===== src/rtl/vx_axi_write_arb.sv =====
// vx_axi_write_arb: 2:1 round-robin AXI write arbiter with per-input outstanding limit (VX_AXI_WARB_PERF_EN adds stall counters)
module vx_axi_write_arb #(
  parameter int ADDR_WIDTH      = 32,
  parameter int DATA_WIDTH      = 512,
  parameter int ID_WIDTH        = 8,
  parameter int MAX_OUTSTANDING = 4
) (
  input  logic                                clk,
  input  logic                                reset,
  input  logic [1:0]                          s_awvalid,
  output logic [1:0]                          s_awready,
  input  logic [1:0][ADDR_WIDTH-1:0]          s_awaddr,
  input  logic [1:0][ID_WIDTH-1:0]            s_awid,
  input  logic [1:0][7:0]                     s_awlen,
  input  logic [1:0]                          s_wvalid,
  output logic [1:0]                          s_wready,
  input  logic [1:0][DATA_WIDTH-1:0]          s_wdata,
  input  logic [1:0][DATA_WIDTH/8-1:0]        s_wstrb,
  input  logic [1:0]                          s_wlast,
  output logic [1:0]                          s_bvalid,
  input  logic [1:0]                          s_bready,
  output logic [1:0][ID_WIDTH-1:0]            s_bid,
  output logic [1:0][1:0]                     s_bresp,
  output logic                                m_awvalid,
  input  logic                                m_awready,
  output logic [ADDR_WIDTH-1:0]               m_awaddr,
  output logic [ID_WIDTH:0]                   m_awid,
  output logic [7:0]                          m_awlen,
  output logic                                m_wvalid,
  input  logic                                m_wready,
  output logic [DATA_WIDTH-1:0]               m_wdata,
  output logic [DATA_WIDTH/8-1:0]             m_wstrb,
  output logic                                m_wlast,
  input  logic                                m_bvalid,
  output logic                                m_bready,
  input  logic [ID_WIDTH:0]                   m_bid,
  input  logic [1:0]                          m_bresp
`ifdef VX_AXI_WARB_PERF_EN
  ,
  output logic [63:0]                         perf_aw_stall,
  output logic [63:0]                         perf_w_stall
`endif
);
  localparam int CW = $clog2(MAX_OUTSTANDING + 1);
  localparam logic [CW-1:0] MAX_C = CW'(MAX_OUTSTANDING);
  typedef enum logic {AW_ARB, W_BURST} state_t;
  state_t state;
  logic rr_ptr, w_owner, grant, aw_go, aw_hs, w_act, w_hs, b_sel, b_hs;
  logic [1:0] elig, inc, dec;
  logic [1:0][CW-1:0] outstanding;
  assign elig = {s_awvalid[1] && outstanding[1] < MAX_C, s_awvalid[0] && outstanding[0] < MAX_C};
  assign grant = rr_ptr ? elig[1] : ~elig[0];
  assign aw_go = !reset && state == AW_ARB && |elig;
  assign aw_hs = aw_go && m_awready;
  assign m_awvalid = aw_go;
  assign m_awaddr = s_awaddr[grant];
  assign m_awid = {s_awid[grant], grant};
  assign m_awlen = s_awlen[grant];
  assign s_awready = aw_hs ? (grant ? 2'b10 : 2'b01) : 2'b00;
  assign w_act = !reset && state == W_BURST;
  assign m_wvalid = w_act && s_wvalid[w_owner];
  assign s_wready = (w_act && m_wready) ? (w_owner ? 2'b10 : 2'b01) : 2'b00;
  assign m_wdata = s_wdata[w_owner];
  assign m_wstrb = s_wstrb[w_owner];
  assign m_wlast = s_wlast[w_owner];
  assign w_hs = m_wvalid && m_wready;
  assign b_sel = m_bid[0];
  assign s_bvalid = (!reset && m_bvalid) ? (b_sel ? 2'b10 : 2'b01) : 2'b00;
  assign s_bid = {2{m_bid[ID_WIDTH:1]}};
  assign s_bresp = {2{m_bresp}};
  assign m_bready = !reset && s_bready[b_sel];
  assign b_hs = m_bvalid && m_bready;
  assign inc = aw_hs ? (grant ? 2'b10 : 2'b01) : 2'b00;
  assign dec = b_hs ? (b_sel ? 2'b10 : 2'b01) : 2'b00;
  always_ff @(posedge clk) begin
    if (reset) begin
      state <= AW_ARB;
      rr_ptr <= 1'b0;
      w_owner <= 1'b0;
    end else if (state == AW_ARB) begin
      if (aw_hs) begin
        state <= W_BURST;
        w_owner <= grant;
        rr_ptr <= ~grant;
      end
    end else if (w_hs && m_wlast) begin
      state <= AW_ARB;
    end
  end
  always_ff @(posedge clk) begin
    if (reset) begin
      outstanding <= '0;
    end else begin
      for (int i = 0; i < 2; i++) begin
        assert (!dec[i] || outstanding[i] != '0);
        if (inc[i] && !dec[i]) outstanding[i] <= outstanding[i] + CW'(1);
        else if (dec[i] && !inc[i] && outstanding[i] != '0) outstanding[i] <= outstanding[i] - CW'(1);
      end
    end
  end
`ifdef VX_AXI_WARB_PERF_EN
  always_ff @(posedge clk) begin
    if (reset) begin
      perf_aw_stall <= '0;
      perf_w_stall <= '0;
    end else begin
      perf_aw_stall <= perf_aw_stall + 64'(m_awvalid && !m_awready);
      perf_w_stall <= perf_w_stall + 64'(m_wvalid && !m_wready);
    end
  end
`endif
endmodule


===== config.mk =====
export PLATFORM = sky130hd
export DESIGN_NAME = vx_axi_write_arb
export DESIGN_NICKNAME = d
export VERILOG_FILES = /design/src/rtl/vx_axi_write_arb.sv
export SDC_FILE = /design/constraint.sdc
export NUM_CORES = 1
export LEC_CHECK = 0
export CORE_AREA = 5 5 743 745
export CTS_CLUSTER_SIZE = 12
export DETAILED_ROUTE_END_ITERATION = 7
export DIE_AREA = 0 0 748 750
export GPL_ROUTABILITY_DRIVEN = 0
export GPL_TIMING_DRIVEN = 0
export SETUP_SLACK_MARGIN = 0.15
export SLEW_MARGIN = 5
export SYNTH_ARGS = -nofsm -noshare
export SYNTH_HDL_FRONTEND = slang
export SYNTH_SLANG_ARGS = --single-unit

===== constraint.sdc =====
create_clock -name clk -period 5.1 [get_ports clk]
set_clock_uncertainty 0.15 [all_clocks]
set_input_delay 1.02 -clock clk [delete_from_list [all_inputs] [get_ports clk]]
set_output_delay 1.02 -clock clk [all_outputs]
set_load 0.005 [all_outputs]

==> impl_metrics.env <==
export IMPL_dp_cells=9940
export IMPL_powerDensity_mw_per_mm2=122
export IMPL_hp_class="flip-flop to flip-flop"
export IMPL_drive_gt1_share_pct=27.8
export IMPL_ys_seq_area_share_pct=2.22
export IMPL_dp_hpwl_um=436000
export IMPL_cts_tree="built"
export IMPL_via_count=19312
export IMPL_slew_headroom_pct=23.6
export IMPL_regToRegStartpoint="state"
export IMPL_drtIter0Drc=1354
export IMPL_cts_root_buf="clkbuf_16"
export IMPL_fin_crit_sh_pct=96.4
export IMPL_synth_xor_area_share_pct=0
export IMPL_ir_drop_uv=69.4
export IMPL_muxShareOfSynthArea_pct=87.9
export IMPL_drc_errors=0
export IMPL_hold_end="outstanding[0]"
export IMPL_clk_pin_slew_ns=0.04
export IMPL_violations="antenna rules"
export IMPL_grt_pass1_wl_um=490000
export IMPL_overflow=0
export IMPL_num_nets_final=3985
export IMPL_start_util_pct=1.49
export IMPL_synth_compound_gate_area_share_pct=0.894
export IMPL_fp_dieW_um=748
export IMPL_ys_warn_count=0
export IMPL_rsz0062_at_grt="no"
export IMPL_synth_area_per_cell_um2=10.4
export IMPL_io_pins=1927
export IMPL_antenna_found_initial=575
export IMPL_synthSimpleGateAreaFrac_pct=2.60
export IMPL_status="complete, but fails checks"
export IMPL_track_usage_pct=15.4
export IMPL_synth_top_area_share_pct=86.7
export IMPL_max_clock_path_buffers=2
export IMPL_synth_fa_ha_area_share_pct=0.493
export IMPL_cp_end_kind="output pin"
export IMPL_std_cell_rows=271
export IMPL_swShare_pct=50.9
export IMPL_regArea_um2=180
export IMPL_p_leak_uw=0.0107
export IMPL_synth_distinct_cells=31
export IMPL_die_area_mm2=0.561
export IMPL_synth_area_mm2=0.00812
export IMPL_fillers=63728
export IMPL_grt_max_degree=11
export IMPL_tightest_slew_ns=1.15
export IMPL_numCtsBuffers=3
export IMPL_htree_levels=1
export IMPL_async_reset_ff_share_pct=0
export IMPL_routedWlPerCell_um=44.8
export IMPL_path_max_fanout=10
export IMPL_max_cap_violations=0
export IMPL_syn_inst=784
export IMPL_min_period_ns=4.91
export IMPL_start_kind="primary input"
export IMPL_synth_top_area_cell="mux2_2"
export IMPL_power_frac_seq_pct=2.0
export IMPL_hold_buffers=0
export IMPL_core_area_mm2=0.544
export IMPL_synth_nets=2058
export IMPL_ant_nets=1
export IMPL_clock_latency_ns=0.24
export IMPL_drt_vias_per_instance=1.91
export IMPL_area_growth_pct=355
export IMPL_fp_dieH_um=750
export IMPL_power_frac_comb_pct=95.0
export IMPL_design_area_mm2=0.0370
export IMPL_arrival_ns=3.74
export IMPL_required_ns=3.93
export IMPL_synth_most_common_cell="mux2_2"
export IMPL_worstHoldStart="outstanding[0]"
export IMPL_reg2reg_depth=7
export IMPL_portBuffers=1916
export IMPL_synth_top_family_by_area="multiplexers"
export IMPL_critical_path_class="primary input to output pin"
export IMPL_synth_flop_cell="dfxtp_1"
export IMPL_synth_edf_count=0
export IMPL_placed_cell_area_mm2=0.0365
export IMPL_rr_endpoint="outstanding[2]"
export IMPL_reg2reg_slack_ns=2.53
export IMPL_clkPwrFrac_pct=3.1
export IMPL_ys_ff_latch=9
export IMPL_min_path_cells=1
export IMPL_grt_pass1_vias=17478
export IMPL_synth_common_cells="625 x mux2_2, 35 x buf_2, 35 x clkbuf_1"
export IMPL_finalSetupViolCount=0
export IMPL_hold_viol=0
export IMPL_drt_pass1_iterations=5
export IMPL_wirelength_um=453000
export IMPL_cts_sink_count=9
export IMPL_ys_top_cells_by_area="mux2_2 87%, dfxtp_1 2.2%, buf_2 2.2%, buf_4 1.9%, clkbuf_1 1.6%"
export IMPL_multi_input_area_mm2=0.00747
export IMPL_final_cells=10111
export IMPL_p_int_uw=2210
export IMPL_finalMaxSlewViolations=0
export IMPL_fmax_mhz=203
export IMPL_p_sw_uw=2290
-- cell families after synthesis --
| logic type | count (synthesis) |
|---|---|
| simple gates | 36 |
| mux | 635 |
| buf+inv | 94 |
| compound gates | 8 |
| flops | 9 |
| fa+ha+maj | 2 |
-- worst max-delay path, cell delays in order --
cell and delay, ns:
clkdlybuf4s50_1 0.52, nor3b_1 0.33, a21o_2 0.28, buf_2 0.34, mux2_2 0.22, dlygate4sd2_1 0.95
-- flip-flops by register name (all words and copies together), names as in the netlist --
| name | count |
|---|---|
| state | 1 |
| w_owner | 1 |
| outstanding | 6 |
| rr_ptr | 1 |
-- how the worst max path moves through the flow --
stage | from | slack, ns | end
after floorplan | s_awvalid[0] | 1.72 | m_awid[6]
after global routing | s_awvalid[0] | 0.17 | m_awaddr[0]
final | s_awvalid[0] | 0.19 | m_awaddr[12]
after global placement | w_owner | -3.66 | m_wdata[6]
after detailed placement | w_owner | -1.39 | m_wstrb[23]
after CTS | w_owner | 0.15 | m_wdata[216]
-- cell type report --
cell class	count	share of cell area, %
Clock buffer	4	0.213
Sequential cell	9	0.487
Buffer	92	1.40
Antenna cell	167	1.13
Multi-Input combinational cell	681	20.2
Inverter	2	0.0203
Tap cell	7234	24.5
Timing Repair Buffer	1922	52.1
-- per-layer routing --
metal | share of wire (%) | routed length [µm] | GRT usage (%) | vias to the layer above
li1 | - | - | - | 7030
met5 | 0.40 | 1790 | 0 | -
met3 | 20 | 88700 | 13.9 | 975
met2 | 42 | 189000 | 23.3 | 2370
met4 | 3.8 | 17400 | 4.42 | 264
met1 | 34 | 155000 | 15.4 | 8673
-- power groups by stage --
| stage | Clock (µW) | Combinational, µW | Sequential (µW) |
|---|---|---|---|
| global route | 145 | 4480 | 89.3 |
| CTS | 142 | 4410 | 88.3 |
| floorplan | 0 | 790 | 86.5 |
| global placement | 0 | 4410 | 88.7 |
| finish | 138 | 4270 | 88.1 |
| detailed placement | 0 | 4430 | 89.5 |
-- stage by stage --
step	worst slack [ns]	total power, µW	hold WS [ns]	setup TNS [ns]	util [%]
3_3_place_gp	-3.66	4500	0.337	-822.76	6.68
2_1_floorplan	1.72	877	0.313	0	-
5_1_grt	0.170	4710	0.375	0	6.75
6_report	0.185	4500	0.359	0	6.80
3_5_place_dp	-1.39	4520	0.348	-178.16	6.71
4_1_cts	0.150	4640	0.357	0	6.72
-- repair_timing --
action / CTS / global route
setup buffers: 0 / 0
setup endpoints to repair: 608 / 12
resized for setup: 204 / 13
-- cells in the final DEF (no fill, tap or decap), types with 10 or more instances in the layout --
cell type	count
clkbuf_2	15
diode_2	167
clkdlybuf4s15_2	34
dlymetal6s2s_1	10
mux2_2	625
buf_4	26
clkdlybuf4s50_1	1788
dlygate4sd2_1	79
buf_2	34
clkbuf_1	18
Note: power is estimated with default switching activity, not from simulation.
